[src/rtl/alu_arbiter.sv]
// alu_arbiter: shares one combinational RV32I ALU among NREQ requesters.
//
// Requests are granted round-robin and handshaken with valid/ready. A granted
// request drives the ALU in the same cycle. Its result and flags are captured
// into a single-entry response register, which is visible the following cycle.
//
// Ports:
//   clk, rst_n               clock, synchronous active-low reset
//   req_valid/req_ready      per-requester handshake (req_ready one-hot or zero)
//   req_srcA/srcB/ctrl       flattened operand and control slices, one per requester
//   alu_srcA/srcB/ctrl       operands and control driven to the ALU
//   alu_result/alu_flags     ALU outputs, flags ordered {ovf, carry, neg, zero}
//   rsp_valid/rsp_ready      response handshake
//   rsp_id/result/flags      registered response and its owning requester
//   busy                     a response is pending (same as rsp_valid)
//
// Optional feature (macro ALU_ARB_LOCK_EN): adds input req_lock. A fire that has
// req_lock set pins the grant to that requester until it fires with req_lock
// clear. Without the macro, the arbiter is pure round-robin.
//
// state | meaning
// EMPTY | no response held, rsp_valid=0
// FULL  | response held,    rsp_valid=1

module alu_arbiter #(
  parameter int XLEN = 32,
  parameter int NREQ = 2,
  parameter int IDW  = (NREQ > 1) ? $clog2(NREQ) : 1
) (
  input  logic                 clk,
  input  logic                 rst_n,
  input  logic [NREQ-1:0]      req_valid,
  output logic [NREQ-1:0]      req_ready,
  input  logic [NREQ*XLEN-1:0] req_srcA,
  input  logic [NREQ*XLEN-1:0] req_srcB,
  input  logic [NREQ*5-1:0]    req_ctrl,
`ifdef ALU_ARB_LOCK_EN
  input  logic [NREQ-1:0]      req_lock,
`endif
  output logic [XLEN-1:0]      alu_srcA,
  output logic [XLEN-1:0]      alu_srcB,
  output logic [4:0]           alu_ctrl,
  input  logic [XLEN-1:0]      alu_result,
  input  logic [3:0]           alu_flags,
  output logic                 rsp_valid,
  input  logic                 rsp_ready,
  output logic [IDW-1:0]       rsp_id,
  output logic [XLEN-1:0]      rsp_result,
  output logic [3:0]           rsp_flags,
  output logic                 busy
);

  typedef enum logic {EMPTY = 1'b0, FULL = 1'b1} state_e;

  state_e          state_q, state_d;
  logic [IDW-1:0]  rr_ptr_q, rr_ptr_d;
  logic [IDW-1:0]  rsp_id_q, rsp_id_d;
  logic [XLEN-1:0] rsp_result_q, rsp_result_d;
  logic [3:0]      rsp_flags_q, rsp_flags_d;

  logic            can_issue;
  logic [NREQ-1:0] elig;
  logic            gnt_vld;
  logic [IDW-1:0]  gnt_idx;
  logic [IDW-1:0]  gnt_next;
  logic [IDW-1:0]  sel_idx;

`ifdef ALU_ARB_LOCK_EN
  logic            lock_q, lock_d;
  logic [IDW-1:0]  lock_id_q, lock_id_d;
`endif

  // A new op may issue when the buffer is empty or is being drained this cycle.
  assign can_issue = (state_q == EMPTY) || rsp_ready;

  always_comb begin
    elig = req_valid;
`ifdef ALU_ARB_LOCK_EN
    if (lock_q) elig = req_valid & (NREQ'(1) << lock_id_q);
`endif
  end

  // Search from rr_ptr upward, wrapping modulo NREQ (NREQ need not be a power of 2).
  always_comb begin : p_grant
    int idx;
    gnt_vld = 1'b0;
    gnt_idx = '0;
    idx     = 0;
    if (can_issue) begin
      for (int k = 0; k < NREQ; k++) begin
        idx = int'(rr_ptr_q) + k;
        if (idx >= NREQ) idx = idx - NREQ;
        if (!gnt_vld && elig[idx]) begin
          gnt_vld = 1'b1;
          gnt_idx = IDW'(idx);
        end
      end
    end
  end

  always_comb begin
    req_ready = '0;
    if (gnt_vld) req_ready[gnt_idx] = 1'b1;
  end

  // With no grant, keep driving the pointer's slice so the mux select is never unknown.
  assign sel_idx  = gnt_vld ? gnt_idx : rr_ptr_q;
  assign alu_srcA = req_srcA[int'(sel_idx)*XLEN +: XLEN];
  assign alu_srcB = req_srcB[int'(sel_idx)*XLEN +: XLEN];
  assign alu_ctrl = req_ctrl[int'(sel_idx)*5 +: 5];

  assign gnt_next = (gnt_idx == IDW'(NREQ-1)) ? '0 : gnt_idx + IDW'(1);

  always_comb begin
    state_d      = state_q;
    rr_ptr_d     = rr_ptr_q;
    rsp_id_d     = rsp_id_q;
    rsp_result_d = rsp_result_q;
    rsp_flags_d  = rsp_flags_q;
`ifdef ALU_ARB_LOCK_EN
    lock_d       = lock_q;
    lock_id_d    = lock_id_q;
`endif
    case (state_q)
      EMPTY:   if (gnt_vld) state_d = FULL;
      FULL:    if (!gnt_vld && rsp_ready) state_d = EMPTY;
      default: state_d = EMPTY;
    endcase
    if (gnt_vld) begin
      rsp_id_d     = gnt_idx;
      rsp_result_d = alu_result;
      rsp_flags_d  = alu_flags;
`ifdef ALU_ARB_LOCK_EN
      // The pointer only moves when a lock is not (re)asserted by this fire.
      if (req_lock[gnt_idx]) begin
        lock_d    = 1'b1;
        lock_id_d = gnt_idx;
      end else begin
        lock_d    = 1'b0;
        rr_ptr_d  = gnt_next;
      end
`else
      rr_ptr_d = gnt_next;
`endif
    end
  end

  always_ff @(posedge clk) begin
    if (!rst_n) begin
      state_q      <= EMPTY;
      rr_ptr_q     <= '0;
      rsp_id_q     <= '0;
      rsp_result_q <= '0;
      rsp_flags_q  <= '0;
`ifdef ALU_ARB_LOCK_EN
      lock_q       <= 1'b0;
      lock_id_q    <= '0;
`endif
    end else begin
      state_q      <= state_d;
      rr_ptr_q     <= rr_ptr_d;
      rsp_id_q     <= rsp_id_d;
      rsp_result_q <= rsp_result_d;
      rsp_flags_q  <= rsp_flags_d;
`ifdef ALU_ARB_LOCK_EN
      lock_q       <= lock_d;
      lock_id_q    <= lock_id_d;
`endif
    end
  end

  assign rsp_valid  = (state_q == FULL);
  assign busy       = rsp_valid;
  assign rsp_id     = rsp_id_q;
  assign rsp_result = rsp_result_q;
  assign rsp_flags  = rsp_flags_q;

endmodule

[config.mk]
export PLATFORM = sky130hd
export DESIGN_NAME = alu_arbiter
export DESIGN_NICKNAME = d
export VERILOG_FILES = /design/src/rtl/alu_arbiter.sv
export SDC_FILE = /design/constraint.sdc
export NUM_CORES = 1
export LEC_CHECK = 0
export CAP_MARGIN = 20
export CELL_PAD_IN_SITES_DETAIL_PLACEMENT = 1
export CELL_PAD_IN_SITES_GLOBAL_PLACEMENT = 2
export CORE_UTILIZATION = 13
export DETAILED_ROUTE_END_ITERATION = 7
export HOLD_SLACK_MARGIN = 0.08
export MAX_ROUTING_LAYER = met4
export PLACE_DENSITY_LB_ADDON = 0.2
export SLEW_MARGIN = 10
export SYNTH_ARGS = -nofsm -noshare
export SYNTH_HDL_FRONTEND = slang
export SYNTH_SLANG_ARGS = --single-unit
[constraint.sdc]
create_clock -name clk -period 4.35 [get_ports clk]
set_input_delay 0.87 -clock clk [delete_from_list [all_inputs] [get_ports clk]]
set_output_delay 0.87 -clock clk [all_outputs]
set_load 0.03 [all_outputs]
-- Word level (Yosys, flattened, before mapping)
Index checks and enable logic that the tools add are counted.
- output and inout port bits: 110
- input bits: 179
- register bits after elaboration: 39
- word-level logic and storage cells: 51
- magnitude comparators: 6
- $add $sub $neg: 4
- mux-type cells: 25
- shift operators: 3
- multipliers: 1
- bitwise logic cells: 1
- reduce and logical (&&, ||, !) cells: 6
- operators with widths (kind ; number):
    2-to-1 mux 32 bit ; 4
    variable part select 64 x 7 -> 32 bit ; 2
    less-than comparator 32 x 3 -> 1 bit (second input constant) ; 2
    2-to-1 mux 1 bit ; 18
    variable part select 10 x 5 -> 5 bit ; 1
    multiplier 1 x 3 -> 4 bit (second input constant) ; 1
    logical AND 1 bit ; 3
    subtractor 1 x 2 -> 3 bit (second input constant) ; 1
    subtractor 2 x 2 -> 3 bit (second input constant) ; 1
    adder 1 x 1 -> 2 bit (second input constant) ; 1
    greater-or-equal comparator 1 x 2 -> 1 bit (second input constant) ; 1
    greater-or-equal comparator 2 bit (second input constant) ; 1
    zero test 1 bit ; 2
    less-than comparator 1 x 2 -> 1 bit (second input constant) ; 1
    2-to-1 mux 2 bit ; 1
    one-hot mux 1 bit (2 select lines) ; 1
    adder 1 bit (second input constant) ; 1
    demux 1 bit (select 1 bit) ; 1
    greater-or-equal comparator 1 bit (second input constant) ; 1
    logical OR 1 bit ; 1
    NOT 1 bit ; 1

-- Depth between registers and ports, before layout
- word-level depth: 17
- gate-level depth with buffers: 6
- depth with buffers taken out: 4

-- Worst setup path before layout
Ideal clock, no wire load.
- kind: in2out
- start: input port req_valid[1]
- end: output port req_ready[0]
- required time: 3480 ps
- arrival time: 2209 ps
- path buffers: 0
- setup slack: 1271 ps
- stages on the path: 3
- path through: inv_1 > a211oi_1 > nor2_1
- cells in the longest elaborated chain, start to end: 14
- elaborated cells between the ends (all ways): 21
- classes of those cells: order compare: 2; mux: 16; reduce/logical: 3
- RTL lines (element ; RTL line ; RTL):
    start, declared ; 32 ; input logic [NREQ-1:0] req_valid,
    2-to-1 mux 1 bit (implied by the code) (3 in series) ; 93 ; if (!gnt_vld && elig[idx]) begin
    2-to-1 mux 1 bit ; 93 ;
    2-to-1 mux 1 bit ; 89 ; if (can_issue) begin
    zero test 1 bit ; 93 ;
    logical AND 1 bit ; 93 ;
    2-to-1 mux 1 bit ; 93 ;
    2-to-1 mux 1 bit ; 89 ;
    less-than comparator 1 x 2 -> 1 bit (implied by the code) or greater-or-equal comparator 1 bit (tied branches) ; 103 ; if (gnt_vld) req_ready[gnt_idx] = 1'b1;
    logical AND 1 bit (implied by the code) ; 103 ;
    2-to-1 mux 1 bit (implied by the code) ; 103 ;
    demux 1 bit (select 1 bit) ; 103 ;
    2-to-1 mux 2 bit (*) ; 103 ;
    end, declared ; 33 ; output logic [NREQ-1:0] req_ready,
Every way passes the cells marked *; elsewhere a longest branch is shown, timed or not. The select of a mux whose other input is x is not followed.

-- Worst setup path after layout
- start: input port rsp_ready
- end: output port alu_srcA[30]
- cells in the longest elaborated chain, start to end: 4
- elaborated cells between the ends (all ways): 5
- classes of those cells: shift: 1; mux: 3; reduce/logical: 1
- RTL lines (element ; RTL line ; RTL):
    start, declared ; 46 ; input logic rsp_ready,
    logical OR 1 bit (*) ; 74 ; assign can_issue = (state_q == EMPTY) || rsp_ready;
    2-to-1 mux 1 bit ; 89 ;
    2-to-1 mux 1 bit (*) ; 107 ; assign sel_idx = gnt_vld ? gnt_idx : rr_ptr_q;
    variable part select 64 x 7 -> 32 bit (*) ; 108 ; assign alu_srcA = req_srcA[int'(sel_idx)*XLEN +: XLEN];
    end, declared ; 40 ; output logic [XLEN-1:0] alu_srcA,
Every way passes the cells marked *; elsewhere a longest branch is shown, timed or not.

==> results.md <==
* DR vias at 2952
* CTS buffer count at 5
* CP Data Required Time at 3.48 ns
* Outcome: complete, no violations
* WP data arrival at 3.26 ns
* Syn nets at 431
* Nets at 711
* Syn avg cell area at 9.01 um^2
* Die area at 18000 um^2
* PnR worst setup slack at 0.217 ns
* Largest net degree at the start of global routing at 66
* P per Cell Area at 272 nW/um^2
* Cts hold-fix bufs at 0
* Post-DP HPWL at 11000 um
* Resized Gates After CTS at 0
* Postcts setup bufs at 0
* Final-report setup violation count at 0
* PortBufs at 288
* Most frequent cells in the layout: clkdlybuf4s50_1 (280), nand2_1 (72), mux2_2 (59)
* Synth Warn # at 0
* Core area at 16800 um^2
* Initial detailed-routing violation count at 53
* Final worst path period need at 4.13 ns
* Worst vdd ir at 0.148 mV
* RSZ-0062 raised after global routing: no
* Slew margin rel. at 37.3%
* Global Route Usage Sum at 14.6%
* Commonest non-fill, non-tap cell in the layout: clkdlybuf4s50_1
* Max incr delay on CP at 0.61 ns
* Pin slew with the least headroom to its limit at 0.939 ns
* CTS Buffer Depth at 2
* Final hold viol count at 0
* Reg2reg setup slack at 2.79 ns
* # diodes at 0
* Initial antenna violation count at 0
* Die width at 134 um
* Footprint of the multi-input gates at 1380 um^2
* Critical Path End Type: primary output
* R2r startpoint: busy
* ANT nets after route at 0
* Clock Latency Late Sink at 0.28 ns
* Mapped Cells at 252
* Vias/cell at 3.92
* Row count at 47
* Worst-path clk slew at 0.06 ns
* Effective utilization at floorplan at 13.5%
* Routed WL at 13200 um
* CTS Root Cell: clkbuf_16
* Reg area at 781 um^2
* Fin crit share at 95.0%
* Area Growth Syn to Fin at 142%
* H-tree Lvls at 2
* Leakage at 2.05 nW
* DRC Markers at 0
* Post-Place Setup Slack at 0.202 ns
* Setup_tns at 0 ns
* Synth cell types at 20
* GRT overflow at 0
* Worst Skew at 0.00350 ns
* FF+latch count, synth at 39
* HP Class: reg -> reg
* Vias in the first global route at 3073
* Max-cap viol count at 0
* First-pass GRT wire length at 18900 um
* Hold path startpoint: rsp_result[0]
* Worst setup path class: in -> out
* Die Y-Extent at 134 um
* Seq/Total Area, Yosys at 34.4%
* Clock Sinks at 39
* Netlist Area Pre-Place at 2270 um^2
* I/O pins at 289
* Fillers at 1963
* Dpl cell area at 5350 um^2
* Reg2reg path depth at 4
* Avg WL per Cell at 17.5 um
* DRT Pass-1 Iters at 4
* Most frequent CP cell: clkdlybuf4s50_1
* Worst Hold Path EP: rsp_result[0]
* Hold depth at 2
* TritonCTS clock tree: built
* GPL Wtd Cong at 0.775
* Critical-path maximum fanout at 65
* CP startpoint kind: input pin
* Cell Chain, Critical Path: clkdlybuf4s50_1 > nand2b_1 > a21oi_2 > a21oi_4 > buf_12 > mux2_2 > clkdlybuf4s50_1
* F_max at 242 MHz
* Share of layout cells above drive strength 1 at 17.4%
* Final Max Slew Viols at 0
* RR Endpoint: rsp_result[15]
* Post-layout instance area at 5490 um^2
* Critical-path cell with the highest stage delay: clkdlybuf4s50_1
registers in the layout, summed over array words and instances, names as in the netlist:
name	flops
rsp_result	32
rsp_flags	4
busy	1
rr_ptr_q	1
rsp_id	1
worst max path at each step:
stage	from	endpoint	slack (ns)	cells past startpoint
floorplan	req_valid[1]	req_ready[0]	1.27	3
global placement	rsp_ready	alu_srcA[4]	0.22	7
detailed placement	rsp_ready	alu_srcA[25]	0.20	7
CTS	rsp_ready	alu_srcB[19]	0.19	7
global route	rsp_ready	alu_srcA[30]	0.11	7
finish	rsp_ready	alu_srcA[30]	0.22	7
final cells by class:
type	instances	share of cell area (%)
Timing Repair Buffer	292	52.9
Multi-Input combinational cell	191	25.1
Sequential cell	39	14.2
Tap cell	220	5.01
Clock buffer	6	2.35
Clock inverter	2	0.228
Inverter	3	0.205
cells in the mapped netlist:
| master | instances | share of area (%) |
|---|---|---|
| a21oi_1 | 38 | 8.4 |
| o21ai_0 | 1 | 0.22 |
| a21oi_4 | 1 | 0.72 |
| nor2_2 | 1 | 0.28 |
| buf_4 | 6 | 2.0 |
| nand2b_1 | 1 | 0.28 |
| nor2_1 | 3 | 0.50 |
| mux2_2 | 59 | 29 |
| nand2_1 | 72 | 12 |
| mux2_4 | 10 | 6.6 |
| o21ai_1 | 1 | 0.22 |
| a211oi_1 | 2 | 0.66 |
| inv_1 | 3 | 0.50 |
| clkbuf_1 | 8 | 1.3 |
| a21oi_2 | 1 | 0.39 |
| buf_6 | 1 | 0.50 |
| buf_8 | 1 | 0.66 |
| buf_2 | 3 | 0.66 |
| nor2b_4 | 1 | 0.61 |
| dfxtp_1 | 39 | 34 |
logic make-up (layout without fill, tap and decap cells):
family / after synthesis / count (layout) / share of synthesized area [%]
buffers and inverters: 22 / 303 / 5.62
AOI/OAI and AO/OA: 44 / 44 / 10.6
DFF: 39 / 39 / 34.4
muxes: 69 / 69 / 35.9
and+or+nand+nor: 78 / 78 / 13.6
report_power, final:
part	switching (W)	internal [W]
Combinational	0.000353	0.000385
Sequential	0.0000126	0.000382
Clock	0.000148	0.000212
critical path, delay by kind of cell:
family,cells,cell delay [ns]
simple gates,1,0.24
buf+inv,3,1.46
compound gates,2,0.25
mux,1,0.38
through the flow:
stage / instances / utilization, % / hold slack, ns / power, W
after global placement: 745 / 31.8 / 0.442 / 0.00114
after detailed placement: 745 / 31.8 / 0.449 / 0.00115
after CTS: 753 / 32.7 / 0.458 / 0.00153
final: 753 / 32.7 / 0.454 / 0.00149
after floorplan: 252 / - / 0.478 / 0.000773
after global routing: 753 / 32.7 / 0.473 / 0.00157
metal layers:
| metal | up-vias | wire length, um | track usage [%] |
|---|---|---|---|
| li1 | 1410 | - | - |
| met1 | 1406 | 4930 | 14.9 |
| met2 | 130 | 7150 | 28.1 |
| met3 | 6 | 1040 | 3.74 |
| met4 | 0 | 85 | 2.25 |
| met5 | - | 0 | - |
No activity file was read; power rests on OpenSTA's default activity.
==> RTL edit 1: new RTL, config.mk and constraints unchanged <==
Register the output `rsp_flags` once more; this adds one clock of latency there. The other outputs are not delayed to match.
--- a/src/rtl/alu_arbiter.sv
+++ b/src/rtl/alu_arbiter.sv
@@ -173,7 +173,9 @@
   assign busy       = rsp_valid;
   assign rsp_id     = rsp_id_q;
   assign rsp_result = rsp_result_q;
-  assign rsp_flags  = rsp_flags_q;
+  always_ff @(posedge clk) begin
+    rsp_flags <= rsp_flags_q;
+  end
 
 endmodule
 
Formal check against the unedited RTL: not equivalent (Yosys sat finds a counterexample within 4 cycles, from zero or initial values and one cycle with rst_n low).
==> RTL edit 1 against the original RTL <==
Final area up 3.0%; sequential cell count up 4; global-route usage down 0.40 points; synthesized area up 3.5%; worst setup slack better by 49 ps; wire length up 0.86%; clock power up 5%; total power up 4.7%; critical path type unchanged; largest cell class unchanged; largest power group unchanged; highest routed layer unchanged.
==> RTL edit 1: results (changes against the original RTL) <==
GRT
  – Via count of the first global-routing pass: 3140 (was 3073)
  – Maximum number of pins on one net before global-route repair: 39 (was 66)
  – GRT Resource Usage Total: 0.142 (was 0.146)
  – First-pass GRT wire length: 18700 um (was 18900 um)

Pwr
  – Leakage power: 2.11 nW (was 2.05 nW)
  – Max IR drop VDD: 0.117 mV (was 0.148 mV)

Critical path
  – Delay of the slowest cell on the worst path: 650 ps (was 610 ps)
  – Highest net fanout along the worst path: 24 (was 65)
  – Arrival time reported for the critical path endpoint: 3210 ps (was 3260 ps)
  – Family with the most delay on the worst path: buffers and inverters (unchanged)

Detailed routing
  – Detailed-router iteration count before antenna repair: 4 (unchanged)
  – Starting DRT DRC Count: 67 (was 53)
  – Avg Vias per Cell: 3.89 (was 3.92)
  – Final WL: 13300 um (was 13200 um)

Synth
  – Number of instances in the synthesized netlist: 256 (was 252)
  – Register area share after synthesis: 0.366 (was 0.344)
  – Synth top cells by count: 72 x nand2_1, 59 x mux2_2, 43 x dfxtp_1, 38 x a21oi_1, 10 x mux2_4 (was 72 x nand2_1, 59 x mux2_2, 39 x dfxtp_1, 38 x a21oi_1, 10 x mux2_4)
  – Synth area leaders: dfxtp_1 37%, mux2_2 28%, nand2_1 11% (was dfxtp_1 34%, mux2_2 29%, nand2_1 12%)
  – Net count after synthesis: 435 (was 431)

Clocking
  – Number of levels the H-tree was split into: 2 (unchanged)

Layout
  – Number of nets in the final layout: 717 (was 711)
  – Number of standard cells in the final layout excluding fillers: 764 (was 753)
  – Fill cell count: 2018 (was 1963)
  – Layout cells sized above 1: 0.163 (was 0.174)

STA
  – Worst slew margin relative to its limit: 0.416 (was 0.373)
  – Worst Clk Skew: 4.80 ps (was 3.50 ps)

Outcome
  – Run status: finished, final reports clean (unchanged)

Place
  – Detailed-placement wirelength estimate: 11000 um (about the same)
  – Minimum setup slack after placement: 246 ps (was 202 ps)
  – Routability Congestion: 0.820 (was 0.775)
RTL edit 1: final cells by class:
class,count,area (um2),area share
Clock buffer,6,129,0.0228
Clock inverter,2,12.5,0.00221
Multi-Input combinational cell,191,1380,0.244
Timing Repair Buffer,294,2980,0.527
Inverter,3,11.3,0.00199
Tap cell,225,282,0.0498
Sequential cell,43,861,0.152
RTL edit 1: kinds of logic after synthesis:
group,count (synthesis),share of synthesized area
AND/OR/NAND/NOR,78,0.131
AO/OA/AOI/OAI,44,0.102
flip-flops,43,0.366
buffers and inverters,22,0.0543
multiplexers,69,0.346
RTL edit 1: metrics by stage:
step	power [mW]	hold WS, ps	util	cell area [um2]
2_1_floorplan	0.813	331	-	2350
3_3_place_gp	1.19	336	0.314	5490
3_5_place_dp	1.20	339	0.314	5490
4_1_cts	1.60	351	0.322	5630
5_1_grt	1.65	356	0.324	5660
6_report	1.56	349	0.324	5660
RTL edit 1: path summary, 6_finish.rpt:
path / startpoint / end / slack [ps] / cells after the start
setup / recovery: rsp_ready / alu_srcA[22] / 270 / 7
hold / removal: rsp_flags_q[3] / rsp_flags[3] / 350 / 0
setup reg to reg: busy / rsp_result[11] / 2820 / 4
hold reg to reg: rsp_flags_q[3] / rsp_flags[3] / 350 / 0
RTL edit 1: report_power, final:
group          switching, mW  internal (mW)  leakage, nW
clock network          0.164          0.212       0.0669
registers             0.0139          0.421        0.356
logic                  0.356          0.395         1.68
RTL edit 1: per-layer routing:
metal	up-vias	routed length (um)	track usage
met1	1383	5020	0.146
met3	13	1220	0.0436
met5	-	0	-
met2	147	6850	0.257
met4	0	212	0.0414
li1	1429	-	-
RTL edit 1: worst reg2reg max path: cells and delay by family, from the launching register on:
family,cells,cell delay (ps)
simple gates,3,980
compound gates,1,160
flops,1,330
==> RTL edit 2: new RTL, same settings <==
Made on the original files. Build with the macro `ALU_ARB_LOCK_EN` defined.
--- a/src/rtl/alu_arbiter.sv
+++ b/src/rtl/alu_arbiter.sv
@@ -21,6 +21,8 @@
 // state | meaning
 // EMPTY | no response held, rsp_valid=0
 // FULL  | response held,    rsp_valid=1
+
+`define ALU_ARB_LOCK_EN
 
 module alu_arbiter #(
   parameter int XLEN = 32,
Interface: changed (added req_lock); port bits go from 289 to 291. No check against the original RTL was run, so the function may have changed too.
==> RTL edit 2 against the original RTL <==
Worst setup slack improved by 14 ps; sequential cell count increased by 2; utilization is 1.9 points lower; highest routed layer unchanged; total power rose by 16%; wire length grew 0.95%; synthesized area rose by 9.1%; clock skew up 2.1 ps; final area up 4.6%.
==> RTL edit 2: results (changes against the original RTL) <==
Outcome
  – Run status: finished, final reports clean (unchanged)

Detailed routing
  – Vias after detailed routing: 3082 (was 2952)
  – DRC violation count after routing: 0 (unchanged)
  – Starting DRT DRC Count: 37 (was 53)
  – Final WL: 13300 um (was 13200 um)

STA
  – Least-Margin Pin Slew: 749 ps (was 939 ps)
  – Hold slack: 462 ps (was 454 ps)
  – Worst Clk Skew: 5.56 ps (was 3.50 ps)

GRT
  – Via count of the first global-routing pass: 3197 (was 3073)
  – Antenna violations before repair: 0 (unchanged)
  – Maximum number of pins on one net before global-route repair: 53 (was 66)
  – GRT Resource Usage Total: 0.136 (was 0.146)
  – First-pass GRT wire length: 19800 um (was 18900 um)

Synth
  – Net count after synthesis: 449 (was 431)
  – Number of distinct standard cells referenced by the synthesized netlist: 26 (was 20)
  – Synth top cells by count: 76 x nand2_1, 59 x mux2_2, 41 x dfxtp_1, 36 x a21boi_0, 10 x mux2_4 (was 72 x nand2_1, 59 x mux2_2, 39 x dfxtp_1, 38 x a21oi_1, 10 x mux2_4)
  – Synth area leaders: dfxtp_1 33%, mux2_2 27%, nand2_1 12% (was dfxtp_1 34%, mux2_2 29%, nand2_1 12%)
  – Primary flip-flop cell chosen by synthesis mapping: dfxtp_1 (unchanged)
  – Register area share after synthesis: 0.331 (was 0.344)

Place
  – Routability Congestion: 0.815 (was 0.775)
  – Detailed-placement wirelength estimate: 10900 um (was 11000 um)
  – Count of input and output buffers: 290 (was 288)

Clocking
  – Clock latency on the worst-skew pair: 290 ps
  – Bufs on Longest Clock Path: 2 (unchanged)
  – Number of setup buffers added after CTS: 0 (unchanged)
  – Number of levels the H-tree was split into: 2 (unchanged)
  – Clock transition at the registers of the reported paths: 60 ps (about the same)

Critical path
  – Highest net fanout along the worst path: 52 (was 65)
  – Delay of the slowest cell on the worst path: 670 ps (was 610 ps)
  – Startpoint of the most critical register-to-register path: lock_id_q (was busy)
  – Arrival time reported for the critical path endpoint: 3250 ps (was 3260 ps)
  – Worst reg-to-reg path cell count: 6 (was 4)
  – Setup slack of the worst register-to-register path: 2710 ps (was 2790 ps)
  – Terminus of the critical flop-to-flop path: rsp_result[16] (was rsp_result[15])
  – Max stage delay cell, worst path: clkdlybuf4s50_1 (unchanged)

Pwr
  – Max IR drop VDD: 0.167 mV (was 0.148 mV)
  – Leakage power: 2.20 nW (was 2.05 nW)
  – P_int: 1.10 mW (was 0.979 mW)

Layout
  – Number of nets in the final layout: 731 (was 711)
  – Layout cells sized above 1: 0.203 (was 0.174)

Worst hold path
  – Capture endpoint of the worst hold path: rsp_result[18] (was rsp_result[0])
  – Hold Path Stages: 2 (unchanged)
  – Worst hold start: rsp_result[18] (was rsp_result[0])
RTL edit 2: tightest hold or removal path: cells and delay by family, from the launching register on:
kind	cells	cell delay, ps
flip-flops	1	310
AO/OA/AOI/OAI	1	60
AND/OR/NAND/NOR	1	50
RTL edit 2: final cells by class:
cell class              count  area [um2]
fillers                  2152       13000
repair buffers            296        2950
multi-input cells         206        1550
flip-flops and latches     41         821
well taps                 234         293
clock buffers               5         125
clock inverters             3        17.5
RTL edit 2: power groups by stage:
stage	clock network, mW	logic [mW]	registers [mW]
finish	0.371	0.934	0.426
global route	0.407	0.990	0.431
CTS	0.395	0.951	0.427
detailed placement	0	0.946	0.436
global placement	0	0.942	0.434
floorplan	0	0.440	0.491
RTL edit 2: kinds of logic (layout without fill, tap and decap cells):
kind of cell / after synthesis / after routing / synth area share
buffers and inverters: 21 / 304 / 0.0459
AND/OR/NAND/NOR: 88 / 88 / 0.151
multiplexers: 70 / 70 / 0.333
AO/OA/AOI/OAI: 48 / 48 / 0.139
flip-flops: 41 / 41 / 0.331
RTL edit 2: worst max-delay path by stage:
stage | slack (ps) | end | start | cells after the start
after detailed placement | 220 | alu_srcB[0] | rsp_ready | 8
final | 230 | alu_srcA[28] | rsp_ready | 8
after global placement | 240 | alu_srcA[20] | rsp_ready | 8
after floorplan | 1260 | alu_srcB[12] | rsp_ready | 8
after CTS | 220 | alu_srcA[20] | rsp_ready | 8
after global routing | 140 | alu_srcB[10] | rsp_ready | 8
RTL edit 2: per-stage QoR:
step / worst slack (ps) / cell area (um2) / utilization / std cells / power [mW]
3_3_place_gp: 235 / 5600 / 0.300 / 777 / 1.38
4_1_cts: 216 / 5750 / 0.307 / 785 / 1.77
2_1_floorplan: 1260 / 2480 / - / 268 / 0.932
3_5_place_dp: 223 / 5600 / 0.300 / 777 / 1.38
6_report: 232 / 5750 / 0.307 / 785 / 1.73
5_1_grt: 139 / 5750 / 0.307 / 785 / 1.83
RTL edit 2: layer usage:
metal,vias up,GRT usage,routed length [um]
li1,1478,-,-
met1,1443,0.141,5090
met2,154,0.253,6960
met3,7,0.0438,1190
met4,0,0.0208,78
met5,-,-,0
